## src/rtl/fiber_dram_ctrl.sv

```systemverilog
// Bank-to-DRAM bridge: one line writeback or fill at a time, writeback wins ties; fill data returns one cycle after the response.
// Backpressure: requests hold stable until i_mem_req_ready; returned fill holds until i_fill_ready; o_wb_ready only in IDLE.
module fiber_dram_ctrl #(
    parameter int DATA_WIDTH = 16,
    parameter int ADDR_WIDTH = 64,
    parameter int CNT_WIDTH  = 16
) (
    input  logic                  i_clk,
    input  logic                  i_reset,
    input  logic [ADDR_WIDTH-1:0] i_dram_addr,
    input  logic [DATA_WIDTH-1:0] i_wb_data,
    input  logic                  i_wb_valid,
    output logic                  o_wb_ready,
    input  logic                  i_fill_ready,
    output logic [DATA_WIDTH-1:0] o_fill_data,
    output logic                  o_fill_valid,
    output logic                  o_mem_req_valid,
    input  logic                  i_mem_req_ready,
    output logic                  o_mem_req_we,
    output logic [ADDR_WIDTH-1:0] o_mem_req_addr,
    output logic [DATA_WIDTH-1:0] o_mem_req_wdata,
    input  logic                  i_mem_resp_valid,
    input  logic [DATA_WIDTH-1:0] i_mem_resp_data,
    output logic [CNT_WIDTH-1:0]  o_wb_count,
    output logic [CNT_WIDTH-1:0]  o_fill_count,
    output logic                  o_err_spurious
);

    localparam int ALIGN_BITS = $clog2(DATA_WIDTH);
    localparam logic [ADDR_WIDTH-1:0] ALIGN_MASK =
        ~((ADDR_WIDTH'(1) << ALIGN_BITS) - ADDR_WIDTH'(1));

    typedef enum logic [2:0] {
        S_IDLE      = 3'd0,
        S_WB_ISSUE  = 3'd1,
        S_RD_ISSUE  = 3'd2,
        S_RD_WAIT   = 3'd3,
        S_RD_RETURN = 3'd4
    } state_t;

    state_t                r_state;
    logic [ADDR_WIDTH-1:0] r_addr;
    logic [DATA_WIDTH-1:0] r_wdata;
    logic [DATA_WIDTH-1:0] r_fill;
    logic [CNT_WIDTH-1:0]  r_wb_cnt;
    logic [CNT_WIDTH-1:0]  r_fill_cnt;
    logic                  r_err;

    logic [ADDR_WIDTH-1:0] w_aligned_addr;
    logic                  w_resp_unexpected;

    assign w_aligned_addr    = i_dram_addr & ALIGN_MASK;
    // Only RD_WAIT consumes a response; anything else is a protocol error from memory.
    assign w_resp_unexpected = i_mem_resp_valid && (r_state != S_RD_WAIT);

    always_ff @(posedge i_clk or posedge i_reset) begin
        if (i_reset) begin
            r_state    <= S_IDLE;
            r_addr     <= '0;
            r_wdata    <= '0;
            r_fill     <= '0;
            r_wb_cnt   <= '0;
            r_fill_cnt <= '0;
            r_err      <= 1'b0;
        end else begin
            if (w_resp_unexpected) begin
                r_err <= 1'b1;
            end
            case (r_state)
                S_IDLE: begin
                    if (i_wb_valid) begin
                        r_addr  <= w_aligned_addr;
                        r_wdata <= i_wb_data;
                        r_state <= S_WB_ISSUE;
                    end else if (i_fill_ready) begin
                        r_addr  <= w_aligned_addr;
                        r_state <= S_RD_ISSUE;
                    end
                end
                S_WB_ISSUE: begin
                    if (i_mem_req_ready) begin
                        r_wb_cnt <= r_wb_cnt + CNT_WIDTH'(1);
                        r_state  <= S_IDLE;
                    end
                end
                S_RD_ISSUE: begin
                    if (i_mem_req_ready) begin
                        r_state <= S_RD_WAIT;
                    end
                end
                S_RD_WAIT: begin
                    if (i_mem_resp_valid) begin
                        r_fill  <= i_mem_resp_data;
                        r_state <= S_RD_RETURN;
                    end
                end
                S_RD_RETURN: begin
                    // Returning to IDLE forces a fresh cycle before the next fill is taken.
                    if (i_fill_ready) begin
                        r_fill_cnt <= r_fill_cnt + CNT_WIDTH'(1);
                        r_state    <= S_IDLE;
                    end
                end
                default: begin
                    r_state <= S_IDLE;
                end
            endcase
        end
    end

    assign o_wb_ready      = (r_state == S_IDLE);
    assign o_mem_req_valid = (r_state == S_WB_ISSUE) || (r_state == S_RD_ISSUE);
    assign o_mem_req_we    = (r_state == S_WB_ISSUE);
    assign o_mem_req_addr  = r_addr;
    assign o_mem_req_wdata = r_wdata;
    assign o_fill_valid    = (r_state == S_RD_RETURN);
    assign o_fill_data     = r_fill;
    assign o_wb_count      = r_wb_cnt;
    assign o_fill_count    = r_fill_cnt;
    assign o_err_spurious  = r_err;

endmodule

```

## config.mk

```make
export PLATFORM = sky130hd
export DESIGN_NAME = fiber_dram_ctrl
export DESIGN_NICKNAME = d
export VERILOG_FILES = /design/src/rtl/fiber_dram_ctrl.sv
export SDC_FILE = /design/constraint.sdc
export NUM_CORES = 1
export LEC_CHECK = 0
export ABC_CLOCK_PERIOD_IN_PS = 10100
export BUFFER_PORTS_ARGS = -buffer_cell sky130_fd_sc_hd__buf_2
export CORE_MARGIN = 4
export CORE_UTILIZATION = 52
export CTS_BUF_LIST = sky130_fd_sc_hd__clkbuf_4
export DETAILED_ROUTE_END_ITERATION = 16
export PLACE_DENSITY_LB_ADDON = 0.08
export SLEW_MARGIN = 10
export SYNTH_ARGS = -nofsm -noshare
export SYNTH_HDL_FRONTEND = slang
export SYNTH_SLANG_ARGS = --single-unit
```

## constraint.sdc

```tcl
create_clock -name i_clk -period 10.1 [get_ports i_clk]
set_input_delay 2.02 -clock i_clk [delete_from_list [all_inputs] [get_ports i_clk]]
set_output_delay 2.02 -clock i_clk [all_outputs]
set_load 0.05 [all_outputs]
```

Yosys cells after proc, flatten, opt, wreduce, memory -nomap -nowiden
Index checks and enable logic that the tools add are counted.
Word-level totals
  register bits: 132
  bits of input ports: 102
Cells by class
  reduce and logical (&&, ||, !) cells: 10
  eq/ne operators: 10
  add/sub/neg operators: 2
  mux-type cells: 9
Operators by type and width (count)
  2-to-1 mux 64 bit: 2
  adder 16 x 1 -> 16 bit, second input constant: 2
  2-to-1 mux 3 bit: 6
  one-hot mux 3 bit (5 select lines): 1
  AND reduction 2 bit: 5
  != test 2 bit, second input constant: 4
  == test 3 x 2 -> 1 bit, second input constant: 2
  != test 3 x 2 -> 1 bit, second input constant: 2
  AND reduction 5 bit: 1
  == test 3 x 1 -> 1 bit, second input constant: 1
  == test 3 bit, second input constant: 1
  zero test 3 bit: 1
  nonzero test 2 bit: 1
  logical AND 1 bit: 1
  logical OR 1 bit: 1

Longest topological paths before layout
  depth after elaboration: 3
  mapped depth: 6

Least setup slack after synthesis
Ideal clock, no wire load.
  kind: register to output
  start: register r_state[2]
  end: output o_mem_req_we
  required time: 8.080 ns
  slack: 6.694 ns
  arrival time: 1.386 ns
  stages on the path, launching flop included: 3
  cells stage by stage: dfrtp_1 > and2b_1 > nor2b_1
On the way
  cells in the longest elaborated chain, start to end: 1
RTL lines
  start: declaration: RTL line 41  | state_t r_state;
  start signal: assignment: RTL line 58  | r_state <= S_IDLE;
  start signal: assignment: RTL line 74  | r_state <= S_WB_ISSUE;
  start signal: assignment: RTL line 77  | r_state <= S_RD_ISSUE;
  == test 3 x 1 -> 1 bit: RTL line 113  | assign o_mem_req_we = (r_state == S_WB_ISSUE);
  end: declaration: RTL line 19  | output logic o_mem_req_we,
Every way passes these cells.

Worst setup path in the final report
  start: register r_state[1]
  end: output o_fill_valid
On the way
  cells in the longest elaborated chain, start to end: 1
RTL lines
  == test 3 bit: RTL line 116  | assign o_fill_valid = (r_state == S_RD_RETURN);
  end: declaration: RTL line 16  | output logic o_fill_valid,
Every way passes these cells.

==> impl_metrics.ini <==
[status]
outcome = complete, no violations

[setup_path]
required_ns = 8.08
cp_max_fo = 11
r2r_start = r_state[1]$_DFFE_PP0P_
crit_type = flip-flop to output port
startpoint_type = flip-flop
cp.arrival_ns = 1.81
reg2reg_depth = 4
crit_start = r_state[1]$_DFFE_PP0P_
endpoint_kind = output port

[timing]
fin_ws_ns = 6.27
finalCriticalPeriod_ns = 3.83
fin_tns_setup_ns = 0
fmax_mhz = 261
period_share_pct = 37.9
fin_worst_skew_ns = 0.0176
setup_viol_count_final = 0
relSlewSlack_pct = 36.9
drv_slew = 0
tightest_slew_ns = 0.946
hold_viol_final = 0
rsz0062_at_grt = no

[power]
ir_drop_uv = 243
power.leakage_uw = 0.00336
power_density_mw_per_mm2 = 392

[finish]
syn_to_final_growth_pct = 30.3
insertedDiodeCount = 0
final_cells = 716
layout-drive-gt1-share_pct = 50.9
final_area_mm2 = 0.00665
fin_util_pct = 70.9
num-fill-cells = 741
nets = 679

[die]
initial_core_util_pct = 54.4
die_width_um = 107
die_height_um = 107
dieArea_mm2 = 0.0115
core_mm2 = 0.00937
rows = 35
io_pins = 235

[routing]
dr.pass1.iters = 4
wirelength_mm = 11.2
vias = 3504
wl_per_cell_um = 15.6
drtAntennaViolNets = 0
viasPerCell = 4.89
drc = 0
drt_first_iter_violations = 136

[yosys]
ys_seq_area_share_pct = 62.8
synth_area_leaders = dfrtp_1 63%, mux2_1 13%, mux2_2 7.5%
yosysUniqueCellTypes = 33
synth_top_area_share_pct = 62.8
ys_ff_latch = 128
yosysMostFrequentCell = dfrtp_1
yosysWarnings = 0
synth_area_per_cell_um2 = 14.9
syn_inst = 343
yosys.area.top_type = dfrtp_1
synthFlopType = dfrtp_1
netlist_top_cells_count = 128 x dfrtp_1, 60 x mux2_1, 34 x mux2_2
async_flop_share_pct = 100
netlist_area_mm2 = 0.00510
synth_edf_count = 0

[placement]
hpwl_mm = 8.53
dpl_cell_area_mm2 = 0.00630
place.gp.congestion = 0.769
dp_slack_ns = 6.49
port_buffers = 226
placedCellCount = 685

[grt]
grt_usage_pct = 20.2
grt_pass1_wl_mm = 17.9
grt_pass1_vias = 3565
gr-total-overflow = 0
grt_antenna_before_repair = 0
grt_max_degree = 80

[clock_network]
cts_htree_levels = 4
root_buffer = clkbuf_4
hold_buffers = 0
path_clk_slew_ns = 0.12
cts_resized = 0
numClockSinks = 128
postCtsSetupRepairBufs = 0
insertion_delay_ns = 0.49
cts_tree = yes
numCtsBuffers = 17
cts_max_path_buffers = 2

[run]
maxCapViolCount = 0

[worst_hold_path]
hold_class = flip-flop to flip-flop
hp-start = o_wb_count[15]$_DFFE_PP0P_
min_path_cells = 1
==> cell usage in the layout (no fill, tap or decap), types with 8 or more instances in the layout <==
cell      netlist  final
buf_2           5    226
clkbuf_4        0     17
dfrtp_1       128    128
mux2_1         60     60
mux2_2         34     34
nand2_1        14     14
nand3_1        10     10
nor2_1          8      8
xnor2_1        24     24
==> metrics by stage <==
stage	power, µW	hold WS (ns)
finish	2600	0.470
global route	2750	0.506
CTS	2640	0.479
detailed placement	2230	0.450
global placement	2200	0.437
floorplan	1920	0.510
==> path summary, 6_finish.rpt <==
kind,slack [ns],end
worst max-delay path,6.27,o_fill_valid
worst min-delay path,0.47,o_wb_count[15]$_DFFE_PP0P_
worst max register to register,8.02,o_mem_req_addr[11]$_DFFE_PP0P_
worst min register to register,0.47,o_wb_count[15]$_DFFE_PP0P_
max in group asynchronous,7.12,o_mem_req_addr[30]$_DFFE_PP0P_
min in group asynchronous,1.60,o_mem_req_addr[21]$_DFFE_PP0P_
==> power by group <==
group          switching (µW)  internal [µW]  total (µW)
registers                 108            721         829
logic                    1020            356        1370
clock network             182            220         402
==> per-layer routing <==
layer	routed length, µm	GRT usage, %	vias to the layer above
met4	151	7.31	0
met5	0	0	-
met2	5660	33.5	142
li1	-	-	1666
met3	939	6.98	10
met1	4420	24.5	1686
==> registers in the layout, summed over array words and instances, names as in the netlist <==
register,cells
o_err_spurious,1
o_fill_count,16
o_fill_data,16
o_mem_req_addr,60
o_mem_req_wdata,16
o_wb_count,16
r_state,3
==> logic make-up after synthesis <==
group	synth area share [%]
fa+ha+maj	0.491
simple gates	6.99
mux	21.0
xor+xnor	5.33
buf+inv	2.55
flops	62.8
compound gates	0.785
other cells	0.0735
==> critical path: stages, from the launching register on <==
cell	delay, ns
dfrtp_1	0.52
or3b_4	0.48
inv_1	0.07
buf_2	0.26
==> area by class of cell <==
class / count / area [µm²] / area share (%)
inverters: 3 / 13.8 / 0.207
flip-flops and latches: 128 / 3200 / 48.2
repair buffers: 228 / 1150 / 17.2
well taps: 129 / 161 / 2.43
multi-input cells: 197 / 1780 / 26.8
clock inverters: 14 / 215 / 3.24
clock buffers: 17 / 128 / 1.92
Note: power is estimated with default switching activity, not from simulation.
